==> src/rtl/i2c_pkg.sv <==
// Shared I2C definitions: target FSM states and bus bit encodings.
package i2c_pkg;

  typedef enum logic [2:0] {
    IDLE,
    ADDR,
    ADDR_ACK,
    WR_DATA,
    WR_ACK,
    RD_DATA,
    RD_ACK,
    IGNORE
  } tgt_state_t;

  localparam logic I2C_ACK      = 1'b0;
  localparam logic I2C_NACK     = 1'b1;
  localparam logic I2C_RW_WRITE = 1'b0;
  localparam logic I2C_RW_READ  = 1'b1;

endpackage

==> src/rtl/i2c_line_cond.sv <==
// Pad-line conditioning: 2-flop synchronizer, optional 3-sample majority
// filter (I2C_TARGET_GLITCH_FILTER_EN), and edge detection.
module i2c_line_cond (
  input  logic clk,
  input  logic rst_n,
  input  logic line_in,
  output logic level,
  output logic rise,
  output logic fall
);

  logic [1:0] sync_q;
  logic       cond;
  logic       hist_q;

  // Reset to 1 so an idle (pulled-up) bus produces no edges out of reset.
  always_ff @(posedge clk or negedge rst_n) begin
    if (!rst_n) sync_q <= 2'b11;
    else        sync_q <= {sync_q[0], line_in};
  end

`ifdef I2C_TARGET_GLITCH_FILTER_EN
  logic [1:0] tap_q;
  logic       filt_q;

  always_ff @(posedge clk or negedge rst_n) begin
    if (!rst_n) begin
      tap_q  <= 2'b11;
      filt_q <= 1'b1;
    end else begin
      tap_q  <= {tap_q[0], sync_q[1]};
      filt_q <= (sync_q[1] & tap_q[0]) | (sync_q[1] & tap_q[1]) | (tap_q[0] & tap_q[1]);
    end
  end

  assign cond = filt_q;
`else
  assign cond = sync_q[1];
`endif

  always_ff @(posedge clk or negedge rst_n) begin
    if (!rst_n) hist_q <= 1'b1;
    else        hist_q <= cond;
  end

  assign level = cond;
  assign rise  = cond & ~hist_q;
  assign fall  = ~cond & hist_q;

endmodule

==> src/rtl/i2c_target.sv <==
// I2C target answering DEV_ADDR, mapped onto an 8-bit-addressed register port.
// Optional input glitch filter: define I2C_TARGET_GLITCH_FILTER_EN.
module i2c_target
  import i2c_pkg::*;
#(
  parameter logic [6:0] DEV_ADDR = 7'h50
) (
  input  logic       clk,
  input  logic       rst_n,
  input  logic       scl_in,
  input  logic       sda_in,
  output logic       sda_oe,
  output logic [7:0] reg_addr,
  output logic       wr_en,
  output logic [7:0] wr_data,
  input  logic [7:0] rd_data,
  output logic       busy
);

  tgt_state_t state_q, state_d;
  logic [3:0] bit_cnt_q, bit_cnt_d;
  logic [7:0] shift_q, shift_d, reg_addr_d, wr_data_d, shift_in;
  logic       first_q, first_d, sda_oe_d, wr_en_d, busy_d;
  logic       scl_lvl, scl_rise, scl_fall, sda_lvl, sda_rise, sda_fall;
  logic       start_evt, stop_evt;

  i2c_line_cond u_scl (.clk(clk), .rst_n(rst_n), .line_in(scl_in),
                       .level(scl_lvl), .rise(scl_rise), .fall(scl_fall));
  i2c_line_cond u_sda (.clk(clk), .rst_n(rst_n), .line_in(sda_in),
                       .level(sda_lvl), .rise(sda_rise), .fall(sda_fall));

  assign start_evt = scl_lvl & sda_fall;
  assign stop_evt  = scl_lvl & sda_rise;
  assign shift_in  = {shift_q[6:0], sda_lvl};

  always_comb begin
    state_d    = state_q;
    bit_cnt_d  = bit_cnt_q;
    shift_d    = shift_q;
    first_d    = first_q;
    sda_oe_d   = sda_oe;
    reg_addr_d = wr_en ? reg_addr + 8'd1 : reg_addr;
    wr_en_d    = 1'b0;
    wr_data_d  = wr_data;
    busy_d     = busy;
    if (start_evt) begin
      state_d   = ADDR;
      bit_cnt_d = 4'd0;
      sda_oe_d  = 1'b0;
      busy_d    = 1'b0;
    end else if (stop_evt) begin
      state_d  = IDLE;
      sda_oe_d = 1'b0;
      busy_d   = 1'b0;
    end else begin
      case (state_q)
        ADDR: if (scl_rise) begin
          shift_d   = shift_in;
          bit_cnt_d = bit_cnt_q + 4'd1;
          if (bit_cnt_q == 4'd7) begin
            if (shift_in[7:1] == DEV_ADDR) begin
              state_d = ADDR_ACK;
              busy_d  = 1'b1;
            end else begin
              state_d = IGNORE;
            end
          end
        end
        // First fall drives the ACK, second fall releases it and moves on.
        ADDR_ACK, WR_ACK: if (scl_fall) begin
          if (!sda_oe) begin
            sda_oe_d = 1'b1;
          end else begin
            sda_oe_d  = 1'b0;
            bit_cnt_d = 4'd0;
            if (state_q == ADDR_ACK && shift_q[0] == I2C_RW_READ) begin
              state_d   = RD_DATA;
              shift_d   = rd_data;
              sda_oe_d  = ~rd_data[7];
              bit_cnt_d = 4'd1;
            end else begin
              state_d = WR_DATA;
              if (state_q == ADDR_ACK) first_d = 1'b1;
            end
          end
        end
        WR_DATA: if (scl_rise) begin
          shift_d   = shift_in;
          bit_cnt_d = bit_cnt_q + 4'd1;
          if (bit_cnt_q == 4'd7) begin
            state_d = WR_ACK;
            if (first_q) begin
              reg_addr_d = shift_in;
              first_d    = 1'b0;
            end else begin
              wr_en_d   = 1'b1;
              wr_data_d = shift_in;
            end
          end
        end
        // bit_cnt counts bits already presented on SDA.
        RD_DATA: if (scl_fall) begin
          if (bit_cnt_q == 4'd8) begin
            sda_oe_d   = 1'b0;
            reg_addr_d = reg_addr + 8'd1;
            state_d    = RD_ACK;
          end else begin
            sda_oe_d  = ~shift_q[6];
            shift_d   = {shift_q[6:0], 1'b0};
            bit_cnt_d = bit_cnt_q + 4'd1;
          end
        end
        RD_ACK: begin
          if (scl_rise && sda_lvl == I2C_NACK) begin
            state_d = IGNORE;
          end else if (scl_fall) begin
            state_d   = RD_DATA;
            shift_d   = rd_data;
            sda_oe_d  = ~rd_data[7];
            bit_cnt_d = 4'd1;
          end
        end
        default: ;
      endcase
    end
  end

  always_ff @(posedge clk or negedge rst_n) begin
    if (!rst_n) begin
      state_q   <= IDLE;
      bit_cnt_q <= 4'd0;
      shift_q   <= 8'd0;
      first_q   <= 1'b0;
      sda_oe    <= 1'b0;
      reg_addr  <= 8'd0;
      wr_en     <= 1'b0;
      wr_data   <= 8'd0;
      busy      <= 1'b0;
    end else begin
      state_q   <= state_d;
      bit_cnt_q <= bit_cnt_d;
      shift_q   <= shift_d;
      first_q   <= first_d;
      sda_oe    <= sda_oe_d;
      reg_addr  <= reg_addr_d;
      wr_en     <= wr_en_d;
      wr_data   <= wr_data_d;
      busy      <= busy_d;
    end
  end

endmodule

==> config.mk <==
export PLATFORM = sky130hd
export DESIGN_NAME = i2c_target
export DESIGN_NICKNAME = d
export VERILOG_FILES = /design/src/rtl/i2c_pkg.sv /design/src/rtl/i2c_line_cond.sv /design/src/rtl/i2c_target.sv
export SDC_FILE = /design/constraint.sdc
export NUM_CORES = 1
export LEC_CHECK = 0
export ABC_AREA = 1
export BUFFER_PORTS_ARGS = -buffer_cell sky130_fd_sc_hd__buf_2
export CAP_MARGIN = 20
export CELL_PAD_IN_SITES_DETAIL_PLACEMENT = 1
export CELL_PAD_IN_SITES_GLOBAL_PLACEMENT = 1
export CORE_MARGIN = 1
export CORE_UTILIZATION = 41
export CTS_CLUSTER_DIAMETER = 200
export CTS_CLUSTER_SIZE = 25
export DETAILED_ROUTE_END_ITERATION = 7
export GPL_TIMING_DRIVEN = 0
export MAX_ROUTING_LAYER = met4
export PLACE_DENSITY = 0.86
export SETUP_SLACK_MARGIN = 0.1
export SLEW_MARGIN = 20
export SYNTH_ARGS = -nofsm -noshare
export SYNTH_HDL_FRONTEND = slang
export SYNTH_SLANG_ARGS = --single-unit
==> constraint.sdc <==
create_clock -name clk -period 2.15 [get_ports clk]
set_input_delay 0.215 -clock clk [delete_from_list [all_inputs] [get_ports clk]]
set_output_delay 0.215 -clock clk [all_outputs]
set_load 0.02 [all_outputs]
==> Word level (Yosys, flattened, before mapping) <==
Cells that the tools add are included.
{ "totals": {"in_bits": 12, "n_memories": 0, "mem_bits_ro": 0, "latch_bits": 0, "ram_bits": 0, "ff_bits": 40, "output_inout_bits": 19, "word_cells": 163} }
{ "op_classes": {"eq_ne": 40, "add_sub_neg": 2, "bitwise": 15, "order_cmp": 0, "shift": 0, "div_mod_pow": 0, "n_reduce_logical": 20, "n_mul": 0, "mux": 73} }
{ "ops": {"columns": ["cell", "n"], "rows": [
  ["two-way mux 8 bit", 8],
  ["two-way mux 7 bit", 8],
  ["two-way mux 3 bit", 14],
  ["!= test 4 bit, second input constant", 10],
  ["two-way mux 4 bit", 9],
  ["two-way mux 1 bit", 28],
  ["case mux 7 bit (4 select lines)", 1],
  ["!= test 2 bit, second input constant", 12],
  ["!= test 3 bit, second input constant", 6],
  ["AND reduction 9 bit", 2],
  ["case mux 4 bit (4 select lines)", 1],
  ["case mux 8 bit (2 select lines)", 1],
  ["case mux 3 bit (5 select lines)", 1],
  ["nonzero test 3 bit", 4],
  ["AND reduction 11 bit", 1],
  ["AND reduction 10 bit", 1],
  ["nonzero test 5 bit", 2],
  ["== test 3 bit, second input constant", 3],
  ["inverter 1 bit", 9],
  ["adder 8 x 1 -> 8 bit, second input constant", 1],
  ["== test 7 bit, second input constant", 1],
  ["nonzero test 7 bit", 1],
  ["AND 1 bit", 6],
  ["== test 3 x 2 -> 1 bit, second input constant", 2],
  ["16 further kinds", 18]
]} }

==> Depth between registers and ports, before layout <==
{ "depth": {"depth_word": 8, "depth_mapped": 12, "mapped_depth_nobuf": 12} }

==> By module <==
A second synthesis with hierarchy kept.
{ "unflattened": {"cells_unflattened": 355, "area_unflattened_um2": 2509.9} }
{ "modules_own_cells": {"columns": ["module", "instances", "cells_per_inst", "area_per_inst_um2", "seq_area_each_um2"], "rows": [
  ["i2c_target", 1, 341, 2322.2, 850.8],
  ["i2c_line_cond", 2, 7, 93.8, 78.8]
]} }

==> Least setup slack after synthesis <==
OpenSTA, ideal clock, no wires.
{ "synth_path": {"path_kind": "register to register", "start": "register u_sda.sync_q[1]", "end": "register shift_q[3]", "setup_time_ns": 0.121, "t_arrival_ns": 1.494, "n_path_buf": 1, "required_time_ns": 2.029, "stages_incl_launch_ff": 11, "synth_period_minus_slack_ns": 1.615, "slack_ns": 0.535, "path_cell_list": "dfstp_2 inv_1 nand3_1 nand2_1 inv_2 nand3_1 nor2_1 nand2_2 buf_6 nand2_1 o21ai_2"} }
{ "synth_between": {"elab_chain_len": 5, "word_cells_on_any_way": 10, "cone_classes": "eq/ne (1); bitwise (7); reduce/logical (2)"} }
{ "synth_rtl": {"columns": ["element", "line_no", "text"], "rows": [
  ["start: declaration", "i2c_line_cond.sv:12", "logic [1:0] sync_q;"],
  ["start signal: assignment", "i2c_line_cond.sv:19", "else sync_q <= {sync_q[0], line_in};"],
  ["inverter 1 bit", "i2c_line_cond.sv:48", "assign fall = ~cond & hist_q;"],
  ["AND 1 bit", "i2c_line_cond.sv:48", null],
  ["AND 1 bit", "i2c_target.sv:32", "assign start_evt = scl_lvl & sda_fall;"],
  ["inverter 1 bit (no source line)", null, null],
  ["AND reduction 11 bit (no source line) (*)", null, null],
  ["end signal: assignment", "i2c_target.sv:142", "shift_q <= shift_d;"],
  ["end: declaration", "i2c_target.sv:22", "logic [7:0] shift_q, shift_d, reg_addr_d, wr_data_d, shift_in;"]
]} }
Mark *: on every way between the ends. The rest lies on a longest branch, timed or not.
A chain may end at the register's enable or synchronous reset.

==> Worst setup path after layout <==
Same ends and word-level chain as after synthesis.

==> flow_summary.toml <==
[power_and_ir_drop]
total_power_mw = 3.35
irDropWorstVdd_v = 0.000599
powerDensity_nw_per_um2 = 1160
p_leak_nw = 1.55

[clock_tree]
ctsLongestPathBuffers = 2
clockRootBuffer = "clkbuf_8"
clk_pin_slew_worst_paths_ns = 0.08
cts_hold_buffers = 0
cts_setup_buffers = 0
cts.sinks = 40
cts_made_buffers = 5
cts_tree = "done"
clkLatencyLatePin_ns = 0.31
htreeDepth = 2

[floorplanning]
core.rowCount = 28
fp.dieW_um = 80.4
die_height_um = 80.4
pin_count = 31
initial_core_util_pct = 42.5
dieArea_um2 = 6460
core_area_um2 = 5920

[placement]
place_area_um2 = 2760
port-buffer-count = 30
dp.final_hpwl_um = 5480
place_inst = 470
routabilityCongestion = 0.912

[routing]
drtIter0Drc = 191
wl_per_cell_um = 15.4
post-route-drc-count = 0
drtPass1Iterations = 4
wl_um = 7350
vias = 2558
vias_per_cell = 5.35
ant_nets = 0

[finish]
layout_commonest_cell = "nand2_1"
area_growth_pct = 14.4
finish.instance_area_um2 = 2880
regArea_um2 = 1010
fin_nets = 417
layout-drive-gt1-share_pct = 19.4
final_cell_mix = "123 x nand2_1, 42 x nor2_1, 36 x nand3_1"
multi_input_area_um2 = 1330
antenna_cells = 0
instances_no_fill = 478
fillers = 823

[critical_path]
critPathKind = "flop to flop"
critPathMaxFanout = 10
start_kind = "flop"
slowest_stage = "dfstp_2"
crit_path_end_kind = "flop"
cp.required_ns = 2.35
reg2reg_depth = 10
cpPeakStageDelay_ns = 0.56
cp.arrival_ns = 2.11
cpMostUsedCell = "nand2_2"
reg2reg_from = "u_sda.sync_q[1]$_DFF_PN1_"
crit_path_cell_trace = "inv_1 > nand3_2 > nand2_2 > inv_4 > nand3_1 > nor2_1 > nand2_2 > buf_6 > nand2_1 > o21ai_2"
r2r_end = "shift_q[3]$_DFFE_PN0P_"
r2r_slack_ns = 0.24

[yosys]
syn_nets = 380
avgSynthCellArea_um2 = 6.90
synth_cell_types = 31
ys_seq_area_share_pct = 40.1
synth_cells = 365
ys_seq_elements = 40
netlist_area_um2 = 2520
ys_warn_count = 0

[timing]
fin_setup_tns_ns = 0
fin_crit_ns = 1.91
grt_setup_unrepaired = "true"
slew_headroom_pct = 39.1
finalSetupViolCount = 0
tightest_slew_ns = 0.914
maxSlewViolCount = 0
hold_viol = 0
max_freq_ghz = 0.525
skew_ns = 0.00604
period_share_pct = 88.6

[global_routing]
grt_max_degree = 41
grt_first_pass_wirelength_um = 12400
gr-usage-all-layers_pct = 26.0
grt_pass1_vias = 2644
antenna_found_initial = 0
overflow = 0

[min_path]
min_to = "u_scl.sync_q[0]$_DFF_PN1_"
worstHoldPathCells = 1
worstHoldStart = "scl_in"
min_path_type = "primary input to flop"

[job]
maxCapViolCount = 0

[outcome]
status = "finished, final reports clean"
==> synth_stat cells <==
| master | instances | area [µm²] |
|---|---|---|
| nand2_1 | 124 | 465 |
| nor2_1 | 42 | 158 |
| nand3_1 | 37 | 185 |
| inv_1 | 36 | 135 |
| dfrtp_1 | 34 | 851 |
| o21ai_0 | 14 | 70.1 |
| o21ai_1 | 9 | 45.0 |
| inv_2 | 8 | 30.0 |
| nand2_2 | 8 | 50.1 |
| o21bai_1 | 7 | 52.6 |
| a21oi_1 | 6 | 30.0 |
| dfstp_2 | 6 | 158 |
| o21ai_2 | 6 | 52.6 |
| ha_1 | 3 | 37.5 |
| nand3_2 | 3 | 30.0 |
| nand4_1 | 3 | 18.8 |
| xor2_1 | 3 | 26.3 |
| nor2_2 | 2 | 12.5 |
| o211ai_1 | 2 | 15.0 |
| a21oi_2 | 1 | 8.76 |
| a41oi_1 | 1 | 8.76 |
| buf_1 | 1 | 3.75 |
| buf_2 | 1 | 5.00 |
| buf_6 | 1 | 11.3 |
| clkbuf_1 | 1 | 3.75 |
| nand4_4 | 1 | 21.3 |
| nor3_1 | 1 | 5.00 |
| nor3b_1 | 1 | 7.51 |
| o21a_1 | 1 | 7.51 |
| o22ai_1 | 1 | 6.26 |
| or2_2 | 1 | 6.26 |
==> report_power, final <==
group / switching [mW] / total (mW) / internal (mW) / leakage, nW
registers: 0.202 / 1.11 / 0.904 / 0.516
logic: 1.11 / 1.61 / 0.504 / 0.982
clock network: 0.285 / 0.630 / 0.345 / 0.0552
total: 1.59 / 3.35 / 1.75 / 1.55
==> state kept, by name, indices dropped and copies added, names as in the netlist, 2 cells and up <==
register and count:
wr_data 8, bit_cnt_q 4, state_q 3, shift_q 7
u_sda.sync_q 2, reg_addr 8, u_scl.sync_q 2
==> worst max-delay path by stage <==
stage | startpoint | endpoint | slack (ns) | cells after the start
finish | u_sda.sync_q[1]$_DFF_PN1_ | shift_q[3]$_DFFE_PN0P_ | 0.24 | 10
global route | bit_cnt_q[0]$_DFFE_PN0P_ | reg_addr[6]$_DFF_PN0_ | 0.09 | 11
CTS | u_sda.sync_q[1]$_DFF_PN1_ | shift_q[3]$_DFFE_PN0P_ | 0.17 | 10
detailed placement | u_sda.sync_q[1]$_DFF_PN1_ | shift_q[3]$_DFFE_PN0P_ | 0.08 | 10
global placement | u_sda.sync_q[1]$_DFF_PN1_ | state_q[2]$_DFFE_PN0P_ | 0.14 | 7
floorplan | u_sda.sync_q[1]$_DFF_PN1_ | shift_q[3]$_DFFE_PN0P_ | 0.53 | 10
==> through the flow <==
stage	util, %	hold WS [ns]	setup WS [ns]
finish	48.6	0.00303	0.244
CTS	48.5	0.00362	0.166
global route	48.6	0.00366	0.0930
global placement	46.6	0.320	0.139
floorplan	-	-0.0806	0.535
detailed placement	46.6	0.321	0.0801
==> per-layer routing <==
layer | up-vias | track usage [%] | wire [µm]
li1 | 1239 | - | -
met1 | 1250 | 31.8 | 3350
met2 | 54 | 44.0 | 3550
met3 | 15 | 3.98 | 293
met4 | 0 | 8.39 | 163
met5 | - | - | 0
==> layout make-up <==
class                           instances  share of cell area, %
Buffer                                  4                  0.826
Tap cell                               75                   3.26
Timing Repair Buffer                   30                   5.22
Clock inverter                          2                   1.22
Sequential cell                        40                   35.0
Multi-Input combinational cell        277                   46.1
Clock buffer                            6                   2.52
Inverter                               44                   5.82
==> kinds of logic after synthesis <==
kind of cell	Yosys count	share of synthesized area, %
compound gates	48	11.8
xor+xnor	3	1.04
fa+ha+maj	3	1.49
buf+inv	48	7.50
flops	40	40.1
simple gates	223	38.1
==> what timing repair did <==
item                                   CTS  global route
setup endpoints to repair                7            15
pin swaps                                0             0
gates resized for setup                  2             2
endpoints found under the hold margin    0             0
==> worst max-delay path: cells and delay by family, from the launching register on <==
kind,cells,cell delay (ns)
buf+inv,3,0.45
simple gates,6,0.73
compound gates,1,0.05
flops,1,0.56
(Power assumes the default switching activity.)
